## src/rtl/cnn_pkg.sv

```systemverilog
// Shared types and helpers for the streaming convolution engine.
package cnn_pkg;

   typedef enum logic [1:0] {
      IDLE  = 2'd0,
      RUN   = 2'd1,
      DRAIN = 2'd2,
      DONE  = 2'd3
   } state_t;

   // Width of one window result: full product plus growth for K*K terms.
   function automatic int unsigned conv_w(input int unsigned k, input int unsigned data_w);
      return 2 * data_w + $clog2(k * k);
   endfunction

   // Signed add clamped to the range of an acc_w-bit signed register (acc_w <= 62).
   function automatic logic signed [63:0] sat_add(input logic signed [63:0] a,
                                                  input logic signed [63:0] b,
                                                  input int unsigned        acc_w);
      logic signed [63:0] s;
      logic signed [63:0] hi;
      logic signed [63:0] lo;
      s  = a + b;
      hi = (64'sd1 <<< (acc_w - 1)) - 64'sd1;
      lo = -hi - 64'sd1;
      if (s > hi) begin
         return hi;
      end else if (s < lo) begin
         return lo;
      end
      return s;
   endfunction

endpackage

```

## src/rtl/cnn_line_buffer.sv

```systemverilog
// One image row of delay: emits the pixel accepted IMG_W accepts earlier.
module cnn_line_buffer
#(
   parameter int unsigned IMG_W  = 8,
   parameter int unsigned DATA_W = 8
) (
   input  logic                     clk,
   input  logic                     rst,
   input  logic                     shift_en,
   input  logic signed [DATA_W-1:0] din,
   output logic signed [DATA_W-1:0] dout
);

   logic signed [DATA_W-1:0] mem [IMG_W];

   always_ff @(posedge clk or negedge rst) begin
      if (!rst) begin
         for (int i = 0; i < int'(IMG_W); i++) begin
            mem[i] <= '0;
         end
      end else if (shift_en) begin
         mem[0] <= din;
         for (int i = 1; i < int'(IMG_W); i++) begin
            mem[i] <= mem[i-1];
         end
      end
   end

   assign dout = mem[IMG_W-1];

endmodule

```

## src/rtl/cnn_conv_stream.sv

```systemverilog
// Streaming KxK single-channel convolution with saturating frame accumulator.
// Build option: define CNN_RELU_EN to clamp negative window results to zero.
module cnn_conv_stream
   import cnn_pkg::*;
#(
   parameter  int unsigned IMG_W  = 8,
   parameter  int unsigned IMG_H  = 8,
   parameter  int unsigned K      = 3,
   parameter  int unsigned DATA_W = 8,
   parameter  int unsigned ACC_W  = 32,
   localparam int unsigned CONV_W = conv_w(K, DATA_W),
   localparam int unsigned AW     = (K * K > 1) ? $clog2(K * K) : 1
) (
   input  logic                     clk,
   input  logic                     rst,
   input  logic                     enable,
   input  logic                     w_we,
   input  logic [AW-1:0]            w_addr,
   input  logic signed [DATA_W-1:0] w_data,
   input  logic                     pix_valid,
   input  logic signed [DATA_W-1:0] pix_data,
   output logic                     pix_ready,
   output logic                     out_valid,
   output logic signed [CONV_W-1:0] out_data,
   output logic signed [ACC_W-1:0]  value,
   output logic                     done,
   output logic                     busy
);

   localparam int unsigned NW = K * K;
   localparam int unsigned CW = $clog2(IMG_W + 1);
   localparam int unsigned RW = $clog2(IMG_H + 1);
   localparam int unsigned PW = 2 * DATA_W;

   state_t state, state_next;
   logic   drain_cnt;
   logic   accept;
   logic   last_pix;
   logic   win_ok;
   logic   flush;

   logic [CW-1:0] col;
   logic [RW-1:0] row;

   logic signed [DATA_W-1:0] wt  [NW];
   logic signed [DATA_W-1:0] win [K][K];
   logic signed [DATA_W-1:0] tap [K];

   logic                     w_vld;
   logic                     s1_vld;
   logic signed [CONV_W-1:0] s1_sum;
   logic signed [CONV_W-1:0] sum_c;
   logic signed [PW-1:0]     prod;
   logic signed [CONV_W-1:0] res_c;

   assign accept   = pix_valid && pix_ready;
   assign last_pix = (row == RW'(IMG_H - 1)) && (col == CW'(IMG_W - 1));
   assign win_ok   = (row >= RW'(K - 1)) && (col >= CW'(K - 1));
   assign flush    = (state_next == IDLE);

   // State register plus outputs decoded from the next state.
   always_ff @(posedge clk or negedge rst) begin
      if (!rst) begin
         state     <= IDLE;
         pix_ready <= 1'b0;
         busy      <= 1'b0;
         done      <= 1'b0;
      end else begin
         state     <= state_next;
         pix_ready <= (state_next == RUN);
         busy      <= (state_next == RUN) || (state_next == DRAIN);
         done      <= (state_next == DONE);
      end
   end

   // Dropping enable aborts from any busy or done state.
   always_comb begin
      state_next = state;
      case (state)
         IDLE:  if (enable) state_next = RUN;
         RUN: begin
            if (!enable)                 state_next = IDLE;
            else if (accept && last_pix) state_next = DRAIN;
         end
         DRAIN: begin
            if (!enable)       state_next = IDLE;
            else if (drain_cnt) state_next = DONE;
         end
         DONE:  if (!enable) state_next = IDLE;
         default: state_next = IDLE;
      endcase
   end

   always_ff @(posedge clk or negedge rst) begin
      if (!rst) begin
         drain_cnt <= 1'b0;
      end else begin
         drain_cnt <= (state == DRAIN) ? !drain_cnt : 1'b0;
      end
   end

   always_ff @(posedge clk or negedge rst) begin
      if (!rst) begin
         for (int i = 0; i < int'(NW); i++) begin
            wt[i] <= '0;
         end
      end else if ((state == IDLE) && w_we && (32'(w_addr) < NW)) begin
         wt[w_addr] <= w_data;
      end
   end

   // Raster position of the next pixel to be accepted.
   always_ff @(posedge clk or negedge rst) begin
      if (!rst) begin
         col <= '0;
         row <= '0;
      end else if (state == IDLE) begin
         col <= '0;
         row <= '0;
      end else if (accept) begin
         if (col == CW'(IMG_W - 1)) begin
            col <= '0;
            row <= row + RW'(1);
         end else begin
            col <= col + CW'(1);
         end
      end
   end

   // tap[g] is the pixel g rows above the incoming one, same column.
   assign tap[0] = pix_data;
   for (genvar g = 1; g < int'(K); g++) begin : g_lb
      cnn_line_buffer #(.IMG_W(IMG_W), .DATA_W(DATA_W)) u_lb (
         .clk      (clk),
         .rst      (rst),
         .shift_en (accept),
         .din      (tap[g-1]),
         .dout     (tap[g])
      );
   end

   // Window: column K-1 is newest, row K-1 is the current image row.
   always_ff @(posedge clk or negedge rst) begin
      if (!rst) begin
         for (int r = 0; r < int'(K); r++) begin
            for (int c = 0; c < int'(K); c++) begin
               win[r][c] <= '0;
            end
         end
      end else if (accept) begin
         for (int r = 0; r < int'(K); r++) begin
            for (int c = 0; c < int'(K) - 1; c++) begin
               win[r][c] <= win[r][c+1];
            end
            win[r][K-1] <= tap[int'(K) - 1 - r];
         end
      end
   end

   always_comb begin
      sum_c = '0;
      prod  = '0;
      for (int r = 0; r < int'(K); r++) begin
         for (int c = 0; c < int'(K); c++) begin
            prod  = PW'(win[r][c]) * PW'(wt[r*int'(K)+c]);
            sum_c = sum_c + CONV_W'(prod);
         end
      end
   end

`ifdef CNN_RELU_EN
   assign res_c = s1_sum[CONV_W-1] ? '0 : s1_sum;
`else
   assign res_c = s1_sum;
`endif

   // Window valid -> registered sum -> output strobe and accumulate.
   always_ff @(posedge clk or negedge rst) begin
      if (!rst) begin
         w_vld     <= 1'b0;
         s1_vld    <= 1'b0;
         s1_sum    <= '0;
         out_valid <= 1'b0;
         out_data  <= '0;
         value     <= '0;
      end else begin
         w_vld     <= accept && win_ok && !flush;
         s1_vld    <= w_vld && !flush;
         s1_sum    <= sum_c;
         out_valid <= s1_vld && !flush;
         if (s1_vld) begin
            out_data <= res_c;
         end
         if ((state == IDLE) && (state_next == RUN)) begin
            value <= '0;
         end else if (s1_vld && !flush) begin
            value <= ACC_W'(sat_add(64'(value), 64'(res_c), ACC_W));
         end
      end
   end

endmodule
```

## config.mk

```make
export PLATFORM = sky130hd
export DESIGN_NAME = cnn_conv_stream
export DESIGN_NICKNAME = d
export VERILOG_FILES = /design/src/rtl/cnn_pkg.sv /design/src/rtl/cnn_line_buffer.sv /design/src/rtl/cnn_conv_stream.sv
export SDC_FILE = /design/constraint.sdc
export NUM_CORES = 2
export LEC_CHECK = 0
export BUFFER_PORTS_ARGS = -buffer_cell sky130_fd_sc_hd__buf_2
export CORE_UTILIZATION = 55
export CTS_BUF_LIST = sky130_fd_sc_hd__clkbuf_8 sky130_fd_sc_hd__clkbuf_16
export CTS_CLUSTER_SIZE = 8
export DETAILED_ROUTE_END_ITERATION = 7
export GPL_TIMING_DRIVEN = 0
export PLACE_DENSITY = 0.79
export SYNTH_ARGS = -nofsm -noshare
export SYNTH_HDL_FRONTEND = slang
export SYNTH_SLANG_ARGS = --single-unit
```

## constraint.sdc

```tcl
create_clock -name clk -period 16.05 [get_ports clk]
set_clock_uncertainty 0.2 [all_clocks]
set_input_delay 0.8025 -clock clk [delete_from_list [all_inputs] [get_ports clk]]
set_output_delay 0.8025 -clock clk [all_outputs]
set_load 0.02 [all_outputs]
```

==> flow_metrics.env <==
export IMPL_status="finished with violations"
export IMPL_violations="negative hold slack"
export IMPL_cp_slowest_cell="and2_1"
export IMPL_cts_hold_buffers_added=0
export IMPL_synth_largest_area_cell="fa_1"
export IMPL_fin_crit_ns=8.92
export IMPL_end_kind="flip-flop"
export IMPL_antenna_cells=0
export IMPL_synth_seq_cells=313
export IMPL_cts_tree="done"
export IMPL_ios=81
export IMPL_cts_buffers=46
export IMPL_async_flop_share=1.00
export IMPL_drc=0
export IMPL_die_h_um=268
export IMPL_worstPathRequired_ns=16.33
export IMPL_synth_area_leaders="fa_1, dfrtp_1, inv_1, ha_1, mux2_2"
export IMPL_synthCells=3588
export IMPL_rows=97
export IMPL_hp_class="in -> async"
export IMPL_worst_path_max_fanout=10
export IMPL_cts_root_buf="clkbuf_16"
export IMPL_die_area_mm2=0.0716
export IMPL_gr_total_overflow=0
export IMPL_r2r_end="res_c[19]"
export IMPL_finalSetupTns_ns=0
export IMPL_crit_top_cell="fa_1"
export IMPL_ys_types=65
export IMPL_synth_area_mm2=0.0388
export IMPL_netlist_area_leader_share=0.408
export IMPL_wl_mm=94.1
export IMPL_path_cells="clkbuf_1 -> and2_1 -> inv_1 -> fa_1 -> fa_1 -> inv_1 -> fa_1 -> fa_1 -> fa_1 -> fa_1 -> fa_1 -> fa_1 -> fa_1 -> fa_1 -> ha_1 -> a21boi_0 -> o211ai_1 -> a31oi_1 -> nand4_1 -> nand4b_1 -> a21oi_1 -> xnor2_1"
export IMPL_final_util=0.597
export IMPL_maxSlewViolCount=0
export IMPL_synth_most_common_cell="inv_1"
export IMPL_grt_usage=0.285
export IMPL_report_final_hold_viol_count=10
export IMPL_worstSetupStartpointType="flip-flop"
export IMPL_synth_ff_type="dfrtp_1"
export IMPL_clk_pin_slew_ns=0.06
export IMPL_ant_nets=0
export IMPL_cp_buffers_inverters=3
export IMPL_worst_pin_slew_ns=1.20
export IMPL_avgSynthCellArea_um2=10.8
export IMPL_ys_seq_area_frac=0.202
export IMPL_synth_nets=4632
export IMPL_avgViaCountPerCell=5.40
export IMPL_coreArea_mm2=0.0699
export IMPL_maxCapViolations=0
export IMPL_max_slew_margin=0.200
export IMPL_synthTopCellsByCount="inv_1, fa_1, and2_1, dfrtp_1, nand2_1"
export IMPL_grt_max_degree=119
export IMPL_layout_nets=4760
export IMPL_cts_sinks=313
export IMPL_die_x_um=268
export IMPL_rsz0062_at_grt="no"
export IMPL_initial_core_util=0.555
export IMPL_grt_pass1_wl_mm=154
export IMPL_cp_top_family="adder cells"
export IMPL_cts_setup_buffers=0
export IMPL_worstRegToRegCells=22
export IMPL_dr_pass1_iters=5
export IMPL_worstReg2RegStart="win[63]"
export IMPL_htree_levels=2
export IMPL_post_drt_wl_per_cell_um=20.2
export IMPL_drtIter0Drc=2047
export IMPL_setup_viol=0
export IMPL_grt_pass1_vias=28100
export IMPL_vias=25200
export IMPL_critPathKind="reg -> reg"
export IMPL_cp_slowest_stage_delay_ns=0.64
export IMPL_crit_arrival_ns=9.20
export IMPL_yosysWarnings=0
export IMPL_cts_resized_gates=0
export IMPL_area_growth_pct=7.52
export IMPL_finalCritPeriodShare=0.556
export IMPL_cts_max_path_buffers=3
export IMPL_antenna_found_initial=1
export IMPL_portBuffers=78
export IMPL_hpwl_mm=77.5
export IMPL_place_congestion=0.960
export IMPL_synth_edf_count=0
export IMPL_final_layout_size_suffix_gt1_frac=0.107
export IMPL_fmax_mhz=112
export IMPL_hold_worst_slack_ns=-0.0164
export IMPL_r2r_setup_slack_ns=7.13
export IMPL_clock_latency_ns=0.60
-- cells in the final DEF, fill, tap and decap left out, types with 42 or more instances in the layout --
cell type,Yosys,final
fa_1,791,791
mux2_2,243,243
and2_1,324,324
ha_1,228,228
a21oi_1,42,42
nor2_1,71,71
dfrtp_1,313,313
clkbuf_16,0,46
xnor2_1,43,43
clkbuf_1,84,84
nand2_1,247,247
buf_2,4,81
inv_1,896,899
-- final cells by class --
class,instances,area [um^2]
fillers,5556,28200
multi-input cells,2280,27200
flip-flops and latches,313,7830
inverters,896,3360
well taps,940,1180
clock buffers,47,1160
repair buffers,80,455
plain buffers,99,403
clock inverters,8,120
-- state kept, by name, summed over array words and instances (netlist names), 2 cells and up --
name            flops
g_lb.u_lb.mem      88
wt                 72
win                48
value              32
out_data           20
res_c              20
g_lb.u_lb.dout     16
col                 4
row                 4
state               2
-- how the worst max path moves through the flow --
stage               cells past startpoint        end                 start
finish                                 22  res_c[19]               win[63]
global route                           22  res_c[19]               win[63]
floorplan                              27  res_c[18]  g_lb[2].u_lb.mem[55]
CTS                                    22  res_c[19]               win[63]
detailed placement                     22  res_c[19]               win[63]
global placement                       22  res_c[19]               win[63]
-- layer usage --
layer,GRT usage,vias up,part of all wire
li1,-,10900,-
met4,0.132,0,0.052
met1,0.368,13100,0.39
met3,0.0476,234,0.071
met5,0,-,0
met2,0.472,906,0.48
-- per-stage QoR --
step / std cells / cell area (um^2) / hold slack (ns) / worst slack, ns
after floorplan: 3588 / 38800 / 0.239 / 8.27
after global placement: 4606 / 40400 / 0.262 / 7.42
after detailed placement: 4608 / 40400 / 0.253 / 7.30
after CTS: 4663 / 41700 / 0.0129 / 7.20
after global routing: 4663 / 41700 / 0.0294 / 6.86
final: 4663 / 41700 / -0.0164 / 7.13
-- cells by family (layout without fill, tap and decap cells) --
kind of cell | Yosys count | after routing | synth area share
adder cells (fa/ha/maj) | 1019 | 1019 | 0.482
buffers and inverters | 995 | 1130 | 0.0971
AND/OR/NAND/NOR | 779 | 779 | 0.105
flip-flops | 313 | 313 | 0.202
multiplexers | 244 | 244 | 0.0708
AO/OA/AOI/OAI | 177 | 177 | 0.0293
XOR/XNOR | 61 | 61 | 0.0138
Power is left out: the tool's default activity adds up to more than one toggle a clock period on the data nets, which glitch-free logic cannot reach.
